### src/rtl/pc_sequencer_if.sv
// ---------------------------------------------------------------------------
// pc_sequencer_if
//   Fetch-side bus between the core control logic and the PC sequencer.
//   master : control logic (drives redirect requests, observes PC/RAS state)
//   slave  : pc_sequencer
//   Signals
//     pc_write      stall control, 0 holds the PC (exceptions still taken)
//     exc_req       exception redirect request
//     branch_taken  / branch_target  taken-branch redirect
//     jump / jump_target / call       jump redirect, call pushes pc+STEP
//     ret / ret_target                return, ret_target used if RAS empty
//     pc, pc_plus_step, epc           current PC, PC+STEP, exception PC
//     ras_empty, ras_full             return-address stack occupancy
//     ras_miss, misalign              single-cycle status pulses
// ---------------------------------------------------------------------------
interface pc_sequencer_if #(
  parameter int WIDTH = 32
);
  logic             pc_write;
  logic             exc_req;
  logic             branch_taken;
  logic [WIDTH-1:0] branch_target;
  logic             jump;
  logic [WIDTH-1:0] jump_target;
  logic             call;
  logic             ret;
  logic [WIDTH-1:0] ret_target;
  logic [WIDTH-1:0] pc;
  logic [WIDTH-1:0] pc_plus_step;
  logic [WIDTH-1:0] epc;
  logic             ras_empty;
  logic             ras_full;
  logic             ras_miss;
  logic             misalign;

  modport master (
    output pc_write, exc_req, branch_taken, branch_target, jump, jump_target,
           call, ret, ret_target,
    input  pc, pc_plus_step, epc, ras_empty, ras_full, ras_miss, misalign
  );

  modport slave (
    input  pc_write, exc_req, branch_taken, branch_target, jump, jump_target,
           call, ret, ret_target,
    output pc, pc_plus_step, epc, ras_empty, ras_full, ras_miss, misalign
  );
endinterface

### src/rtl/pc_sequencer.sv
// ---------------------------------------------------------------------------
// pc_sequencer
//   Program counter for the fetch stage with stall, prioritised redirects
//   (exception > stall > return > jump > branch > sequential), exception PC
//   capture and a circular return-address stack (RAS) for call/return.
//   Ports
//     clk  : clock, rising edge
//     rst  : synchronous, active-high reset
//     bus  : pc_sequencer_if.slave (redirect inputs, PC/RAS outputs)
//   Optional feature
//     PC_ALIGN_CHECK_EN : when defined, a misaligned next PC (low log2(STEP)
//     bits set) traps to EXC_VECTOR with epc = offending target and a
//     one-cycle misalign pulse. When undefined, misalign is tied to 0.
// ---------------------------------------------------------------------------
module pc_sequencer #(
  parameter int               WIDTH        = 32,
  parameter int               STEP         = 4,
  parameter logic [WIDTH-1:0] RESET_VECTOR = '0,
  parameter logic [WIDTH-1:0] EXC_VECTOR   = WIDTH'(32'h0000_0080),
  parameter int               RAS_DEPTH    = 4
) (
  input logic             clk,
  input logic             rst,
  pc_sequencer_if.slave   bus
);

  localparam int PTR_W = $clog2(RAS_DEPTH);
  localparam int CNT_W = $clog2(RAS_DEPTH + 1);
  localparam logic [CNT_W-1:0] CNT_FULL = CNT_W'(RAS_DEPTH);

  logic [WIDTH-1:0] pc_q, pc_d;
  logic [WIDTH-1:0] epc_q, epc_d;
  logic [WIDTH-1:0] pc_inc;
  logic [PTR_W-1:0] ptr_q, top_ptr;
  logic [CNT_W-1:0] cnt_q;
  logic [WIDTH-1:0] ras_q [RAS_DEPTH];
  logic             push, pop;
  logic             ras_miss_q, ras_miss_d;
  logic             ras_empty;

`ifdef PC_ALIGN_CHECK_EN
  localparam logic [WIDTH-1:0] ALIGN_MASK = WIDTH'(STEP - 1);
  logic             misalign_q, misalign_d;
`endif

  // ptr_q is the next free slot; the most recent entry sits just below it.
  // With RAS_DEPTH a power of two the pointer wraps naturally, so a push
  // when full lands on the oldest entry.
  assign top_ptr   = ptr_q - 1'b1;
  assign pc_inc    = pc_q + WIDTH'(STEP);
  assign ras_empty = (cnt_q == '0);

  always_comb begin
    pc_d       = pc_inc;
    epc_d      = epc_q;
    push       = 1'b0;
    pop        = 1'b0;
    ras_miss_d = 1'b0;
`ifdef PC_ALIGN_CHECK_EN
    misalign_d = 1'b0;
`endif
    if (bus.exc_req) begin
      pc_d  = EXC_VECTOR;
      epc_d = pc_q;
    end else if (!bus.pc_write) begin
      pc_d = pc_q;
    end else begin
      if (bus.ret) begin
        if (ras_empty) begin
          pc_d       = bus.ret_target;
          ras_miss_d = 1'b1;
        end else begin
          pc_d = ras_q[top_ptr];
          pop  = 1'b1;
        end
      end else if (bus.jump) begin
        pc_d = bus.jump_target;
        push = bus.call;
      end else if (bus.branch_taken) begin
        pc_d = bus.branch_target;
      end
`ifdef PC_ALIGN_CHECK_EN
      // Misaligned selection traps instead of loading; the stack is left as is.
      if ((pc_d & ALIGN_MASK) != '0) begin
        epc_d      = pc_d;
        pc_d       = EXC_VECTOR;
        misalign_d = 1'b1;
        push       = 1'b0;
        pop        = 1'b0;
      end
`endif
    end
  end

  // Stage boundary: architectural PC state and RAS bookkeeping
  always_ff @(posedge clk) begin
    if (rst) begin
      pc_q       <= RESET_VECTOR;
      epc_q      <= '0;
      ptr_q      <= '0;
      cnt_q      <= '0;
      ras_miss_q <= 1'b0;
    end else begin
      pc_q       <= pc_d;
      epc_q      <= epc_d;
      ras_miss_q <= ras_miss_d;
      if (push) begin
        ptr_q <= ptr_q + 1'b1;
        if (cnt_q != CNT_FULL) cnt_q <= cnt_q + 1'b1;
      end else if (pop) begin
        ptr_q <= top_ptr;
        cnt_q <= cnt_q - 1'b1;
      end
    end
  end

  // Stack storage needs no reset: cnt_q gates every read.
  always_ff @(posedge clk) begin
    if (push) ras_q[ptr_q] <= pc_inc;
  end

`ifdef PC_ALIGN_CHECK_EN
  always_ff @(posedge clk) begin
    if (rst) misalign_q <= 1'b0;
    else     misalign_q <= misalign_d;
  end
  assign bus.misalign = misalign_q;
`else
  assign bus.misalign = 1'b0;
`endif

  assign bus.pc           = pc_q;
  assign bus.pc_plus_step = pc_inc;
  assign bus.epc          = epc_q;
  assign bus.ras_empty    = ras_empty;
  assign bus.ras_full     = (cnt_q == CNT_FULL);
  assign bus.ras_miss     = ras_miss_q;

endmodule

### src/flat_wrapper.sv
// flat-port wrapper written by rule: the top's interface ports become plain ports
module pc_sequencer_flat 
#(
  parameter int               WIDTH        = 32,
  parameter int               STEP         = 4,
  parameter logic [WIDTH-1:0] RESET_VECTOR = '0,
  parameter logic [WIDTH-1:0] EXC_VECTOR   = WIDTH'(32'h0000_0080),
  parameter int               RAS_DEPTH    = 4
)
  (clk, rst, bus_pc_write, bus_exc_req, bus_branch_taken, bus_branch_target, bus_jump, bus_jump_target, bus_call, bus_ret, bus_ret_target, bus_pc, bus_pc_plus_step, bus_epc, bus_ras_empty, bus_ras_full, bus_ras_miss, bus_misalign);
  pc_sequencer_if #(.WIDTH(WIDTH)) bus_i ();
  input logic clk;
  input logic rst;
  input wire logic [$bits(bus_i.pc_write)-1:0] bus_pc_write;
  input wire logic [$bits(bus_i.exc_req)-1:0] bus_exc_req;
  input wire logic [$bits(bus_i.branch_taken)-1:0] bus_branch_taken;
  input wire logic [$bits(bus_i.branch_target)-1:0] bus_branch_target;
  input wire logic [$bits(bus_i.jump)-1:0] bus_jump;
  input wire logic [$bits(bus_i.jump_target)-1:0] bus_jump_target;
  input wire logic [$bits(bus_i.call)-1:0] bus_call;
  input wire logic [$bits(bus_i.ret)-1:0] bus_ret;
  input wire logic [$bits(bus_i.ret_target)-1:0] bus_ret_target;
  output wire logic [$bits(bus_i.pc)-1:0] bus_pc;
  output wire logic [$bits(bus_i.pc_plus_step)-1:0] bus_pc_plus_step;
  output wire logic [$bits(bus_i.epc)-1:0] bus_epc;
  output wire logic [$bits(bus_i.ras_empty)-1:0] bus_ras_empty;
  output wire logic [$bits(bus_i.ras_full)-1:0] bus_ras_full;
  output wire logic [$bits(bus_i.ras_miss)-1:0] bus_ras_miss;
  output wire logic [$bits(bus_i.misalign)-1:0] bus_misalign;
  assign bus_i.pc_write = bus_pc_write;
  assign bus_i.exc_req = bus_exc_req;
  assign bus_i.branch_taken = bus_branch_taken;
  assign bus_i.branch_target = bus_branch_target;
  assign bus_i.jump = bus_jump;
  assign bus_i.jump_target = bus_jump_target;
  assign bus_i.call = bus_call;
  assign bus_i.ret = bus_ret;
  assign bus_i.ret_target = bus_ret_target;
  assign bus_pc = bus_i.pc;
  assign bus_pc_plus_step = bus_i.pc_plus_step;
  assign bus_epc = bus_i.epc;
  assign bus_ras_empty = bus_i.ras_empty;
  assign bus_ras_full = bus_i.ras_full;
  assign bus_ras_miss = bus_i.ras_miss;
  assign bus_misalign = bus_i.misalign;
  pc_sequencer #(.WIDTH(WIDTH), .STEP(STEP), .RESET_VECTOR(RESET_VECTOR), .EXC_VECTOR(EXC_VECTOR), .RAS_DEPTH(RAS_DEPTH)) u_core (.clk(clk), .rst(rst), .bus(bus_i));
endmodule
### config.mk
export PLATFORM = sky130hd
export DESIGN_NAME = pc_sequencer_flat
export DESIGN_NICKNAME = d
export VERILOG_FILES = /design/src/rtl/pc_sequencer_if.sv /design/src/rtl/pc_sequencer.sv /design/src/flat_wrapper.sv
export SDC_FILE = /design/constraint.sdc
export NUM_CORES = 1
export LEC_CHECK = 0
export ABC_AREA = 0
export CAP_MARGIN = 20
export CELL_PAD_IN_SITES_DETAIL_PLACEMENT = 1
export CELL_PAD_IN_SITES_GLOBAL_PLACEMENT = 1
export CORE_MARGIN = 1
export CORE_UTILIZATION = 43
export CTS_CLUSTER_SIZE = 12
export DETAILED_ROUTE_END_ITERATION = 7
export PLACE_DENSITY = 0.93
export SYNTH_ARGS = -nofsm -noshare
export SYNTH_HDL_FRONTEND = slang
export SYNTH_SLANG_ARGS = --single-unit
### constraint.sdc
create_clock -name clk -period 9.1 [get_ports clk]
set_clock_uncertainty 0.1 [all_clocks]
set_input_delay 1.82 -clock clk [delete_from_list [all_inputs] [get_ports clk]]
set_output_delay 1.82 -clock clk [all_outputs]
set_load 0.02 [all_outputs]
## Word level (Yosys, flattened, before mapping)

Memories as Yosys holds them, arrays and structs flattened.
Cells that the tools add are included.

- Flip-flop bits (word level): 70
- RAM bits: 128
- Bits of input ports: 104
- Output and inout port bits: 100
- Word-level logic and storage cells: 45
- Memories: 1

- Add/subtract/negate cells: 5
- Equal/unequal tests: 3
- Mux-type cells: 22
- Bitwise logic cells: 2
- Reduce and logical (&&, ||, !) cells: 6

Memories:

| name | words | bits a word | read ports | clocked after Yosys merged registers in | write ports | line | text |
|---|---|---|---|---|---|---|---|
| u_core.ras_q | 4 | 32 | 1 | 0 | 1 | pc_sequencer.sv:36 | `logic [WIDTH-1:0] ras_q [RAS_DEPTH];` |

Operator list:

| cell | number |
|---|---|
| 32-bit 2-to-1 mux | 4 |
| 32-bit by 3-bit adder with 32-bit output, second input constant | 1 |
| 8-bit 2-to-1 mux | 2 |
| 1-bit 2-to-1 mux | 11 |
| 3-bit 2-to-1 mux | 3 |
| 2-bit 2-to-1 mux | 2 |
| 2-bit nonzero test | 2 |
| 4-bit OR reduction | 1 |
| 3-bit by 1-bit adder with 3-bit output, second input constant | 1 |
| 3-bit == test, second input constant | 1 |
| 3-bit logical NOT | 1 |
| 3-bit inequality test, second input constant | 1 |
| 3-bit by 1-bit subtractor with 3-bit output, second input constant | 1 |
| 2-bit by 1-bit adder with 2-bit output, second input constant | 1 |
| 2-bit inequality test, second input constant | 1 |
| 1-bit inverter | 2 |
| 2-bit AND reduction | 1 |
| 2-bit OR reduction | 1 |
| 2-bit by 1-bit subtractor with 2-bit output, second input constant | 1 |

## Depth between registers and ports, before layout

- Depth in word-level cells: 7
- Depth in mapped cells: 13
- Gate-level depth less buffers: 8

## Worst setup path after synthesis

No wires, ideal clock.

- Path type: register to output
- Start: register u_core.pc_q[11], in the netlist u_core.bus.pc[11]
- End: output port bus_pc_plus_step[28]
- Data arrival time: 2.095 ns
- Required time: 7.180 ns
- Setup slack: 5.085 ns
- Cell stages (with the launch flop): 6
- Path buffers: 1
- Path through: dfxtp_1 -> clkbuf_2 -> nand4_1 -> nor4_2 -> nand4_1 -> xnor2_1

- Longest elaborated chain between the ends: 1

RTL lines:

| element | line | text |
|---|---|---|
| from (decl) | pc_sequencer.sv:31 | `logic [WIDTH-1:0] pc_q, pc_d;` |
| from (signal assigned) | pc_sequencer.sv:104 | `pc_q <= pc_d;` |
| 32-bit by 3-bit adder with 32-bit output | pc_sequencer.sv:50 | `assign pc_inc = pc_q + WIDTH'(STEP);` |
| to (decl) | flat_wrapper.sv:24 | `output wire logic [$bits(bus_i.pc_plus_step)-1:0] bus_pc_plus_step;` |

No other way between the ends.

## Worst setup path in the final report

- Start: register u_core.pc_q[13], in the netlist u_core.bus.pc[13]
- End: output port bus_pc_plus_step[28]

The elaborated chain is that of the path after synthesis.

==> results by group <==
Status
  – Status: finished with violations
  – Failing checks: DRC

Floorplan
  – Starting Density: around 45%
  – # rows: 52
  – Die X-Extent: between 100 and 150 um
  – DIE HEIGHT: 148 um
  – Die area: roughly 22000 um2
  – Core Footprint: between 20000 and 25000 um2
  – I/O Pins: approximately 200

Setup path
  – Critical path launch point type: flip-flop
  – Top cell family by delay on the critical path: simple AND/OR/NAND/NOR gates
  – CP Buf/Inv Count: 1
  – Crit-path slowest cell: nor4_2
  – Worst-path cell chain: nand4_1 -> nor4_2 -> nand4_1 -> xnor2_1 -> clkdlybuf4s50_1
  – Setup crit end kind: primary output
  – Worst-path maximum fanout: 7
  – Crit path required time: between 7 and 8 ns
  – Largest stage delay, worst path: just over 0.8 ns
  – CP arrival: between 3 and 4 ns
  – Critical path origin: u_core.bus.pc[13]$_SDFFE_PP0P_
  – FF-to-FF Start: u_core.ptr_q[1]$_SDFFE_PP0P_
  – CP Class: flip-flop to primary output
  – CP dominant cell by count: nand4_1

Synthesis
  – Post-synthesis register bit count: between 150 and 200
  – Synth warnings: 0
  – Cell taking the most area after synthesis: edfxtp_1
  – Average size of a mapped cell: approximately 12 um2
  – Post-synth net total: slightly below 900
  – Post-synth cell types: 61
  – EDFF count, synth: between 100 and 150
  – Synthesized instance count: 762
  – Primary FF master, synth: edfxtp_1
  – Yosys top cell area share: between 40 and 50%
  – Post-Synthesis Cell Area: 9120 um2
  – Sequential share of the synthesized area: a little under three fifths
  – Ranking of synthesized cells by area: edfxtp_1 42%, dfxtp_1 15%, mux4_2 7.9%
  – Async S/R FF share, synth: 0%

Pwr
  – PD cells: 170 nW/um2
  – Leakage: 4.03 nW
  – Peak VDD IR: 0.134 mV
  – Tot Pwr: between 2 and 2.5 mW

Layout
  – Final #Nets: about 1000
  – Area Growth Syn to Fin: 30.5%
  – Antenna cell count: 0
  – Final core utilization: approximately three fifths
  – Filler cells: about 2100
  – Layout cells sized above 1: a little over a tenth

Clock tree
  – # hold bufs at CTS: 0
  – Resize count post-CTS: 0
  – CTS Root Buffer Type: clkbuf_16
  – Clock transition at the registers of the reported paths: 0.08 ns
  – TritonCTS clock tree: yes
  – CTS sink cnt: ~200
  – Total CTS buffers: 17
  – # Post-CTS Setup Buffers: 0
  – Clock latency on the worst-skew pair: roughly 0.46 ns
  – Max clock buf depth: 2
  – H-Tree Level Count: 4

GRT
  – First-pass GRT wire length: roughly 52000 um
  – Gr usage total: approximately a third
  – Largest net degree at the start of global routing: 44
  – GRT overflow: 0
  – Number of global-route vias before repair: a little over 8000
  – Antenna violations before repair: 0

Route
  – Drt initial violations: 796
  – # DRC: 1
  – Drt via density: between 6 and 7
  – Via count of the routed design: a little under 8000
  – First-pass DRT Iterations: 8
  – Avg WL per Cell: 28.8 um
  – Final Routed Wirelength: 35100 um
  – Post-route ant nets: 0

Timing
  – Worst setup margin: ~3.5 ns
  – Hold Fails Final Rpt: 0
  – Unrepaired setup endpoints after global routing: false
  – Final period util: between 60% and 70%
  – Setup TNS: 0 ns
  – Final Max Slew Viols: 0
  – Measured slew at the worst slew-check pin: around 1.0 ns
  – Slew Limit Headroom: between 30% and 40%
  – Final setup violation count: 0
  – Peak Freq: 177 MHz
  – Worst hold margin: about 0.41 ns
  – Final Critical Period: approximately 5.6 ns

Worst hold path
  – Beginning of the worst hold path: u_core.bus.epc[0]$_SDFFE_PP0P_
  – Hold Path Class: flip-flop to flip-flop

Placement
  – GP Congestion: 0.857
  – Post-detail-place hpwl: between 20000 and 25000 um
  – Pre-CTS setup slack: around 4.0 ns
  – Buffers on Ports: approximately 200

Flow run
  – Max_cap viols: 0
==> sequential cells by signal (all words and copies together) (netlist names), named ones only <==
signal / flops
u_core.bus.ras_miss: 1
u_core.ptr_q: 2
u_core.bus.epc: 32
u_core.cnt_q: 3
u_core.ras_q: 128
u_core.bus.pc: 30
==> kinds of logic after synthesis <==
group	Yosys count	synth area share [%]
XOR/XNOR	29	2.78
buffers and inverters	77	3.46
AO/OA/AOI/OAI	151	11.0
other	1	0.0411
AND/OR/NAND/NOR	226	11.8
multiplexers	74	12.5
adder cells (fa/ha/maj)	6	0.905
flip-flops	198	57.5
==> cells in the mapped netlist, drive strengths merged, types with 5 or more instances <==
cell type  count
and2           6
nand2         75
edfxtp       128
xnor2         23
nor3          10
xor2           6
ha             5
mux4          32
nand4         12
nand3         25
dfxtp         70
buf           16
o22ai          9
clkbuf        46
a31o           6
nor4           7
o21ai         29
o211ai         9
a21oi         35
a31oi         17
a221oi        20
mux2i         41
nor2          67
inv           14
==> worst register-to-register path, cell delays in order, from the launching register on <==
cell and delay (ns):
dfxtp_1 0.39, inv_1 0.12, ha_1 0.90, buf_4 0.44
mux4_2 0.36, nand2_1 0.09, a31o_2 0.16, o31ai_1 0.15
a32o_1 0.30
==> final cells by class <==
type	count	area, um2	area share [%]
clock buffers	18	429	3.60
clock inverters	14	138	1.16
well taps	270	338	2.84
inverters	15	56.3	0.473
flip-flops and latches	198	5250	44.1
multi-input cells	487	3570	30.0
repair buffers	218	2130	17.9
==> where the power goes <==
part	internal (mW)	switching (mW)
Sequential	0.967	0.0235
Combinational	0.123	0.158
Clock	0.385	0.374
Total	1.47	0.555
==> placed cells by master, fill, tap and decap left out, types with 8 or more instances in the layout <==
cell / instances
xnor2_1: 23
nor3_1: 8
clkdlybuf4s50_1: 200
buf_4: 16
nor2_1: 66
o22ai_1: 9
o211ai_1: 9
nand3_1: 25
nand4_1: 11
nand2_1: 75
mux4_2: 32
a21oi_1: 35
o21ai_0: 27
mux2i_1: 41
inv_1: 13
clkbuf_16: 17
a221oi_1: 20
a31oi_1: 17
dfxtp_1: 69
edfxtp_1: 128
==> metal layers <==
metal / wire [um] / GRT usage [%] / vias to the layer above
met5: 0 / 0 / -
met4: 1810 / 17.4 / 0
met3: 3430 / 7.19 / 130
met2: 16900 / 54.2 / 593
met1: 12900 / 39.8 / 3893
li1: - / - / 3224
==> path summary, 6_finish.rpt <==
check                                         to  cells past startpoint  slack (ns)
setup reg to reg  u_core.bus.pc[26]$_SDFFE_PP0P_                      8        5.99
hold reg to reg   u_core.bus.epc[0]$_SDFFE_PP0P_                      2        0.41
hold / removal    u_core.bus.epc[0]$_SDFFE_PP0P_                      2        0.41
setup / recovery            bus_pc_plus_step[28]                      5        3.46
==> per-stage QoR <==
step           instances  area (um2)
2_1_floorplan        762        9120
3_3_place_gp        1188       11300
3_5_place_dp        1188       11300
4_1_cts             1220       11900
5_1_grt             1220       11900
6_report            1220       11900
Note: power is estimated with default switching activity, not from simulation.
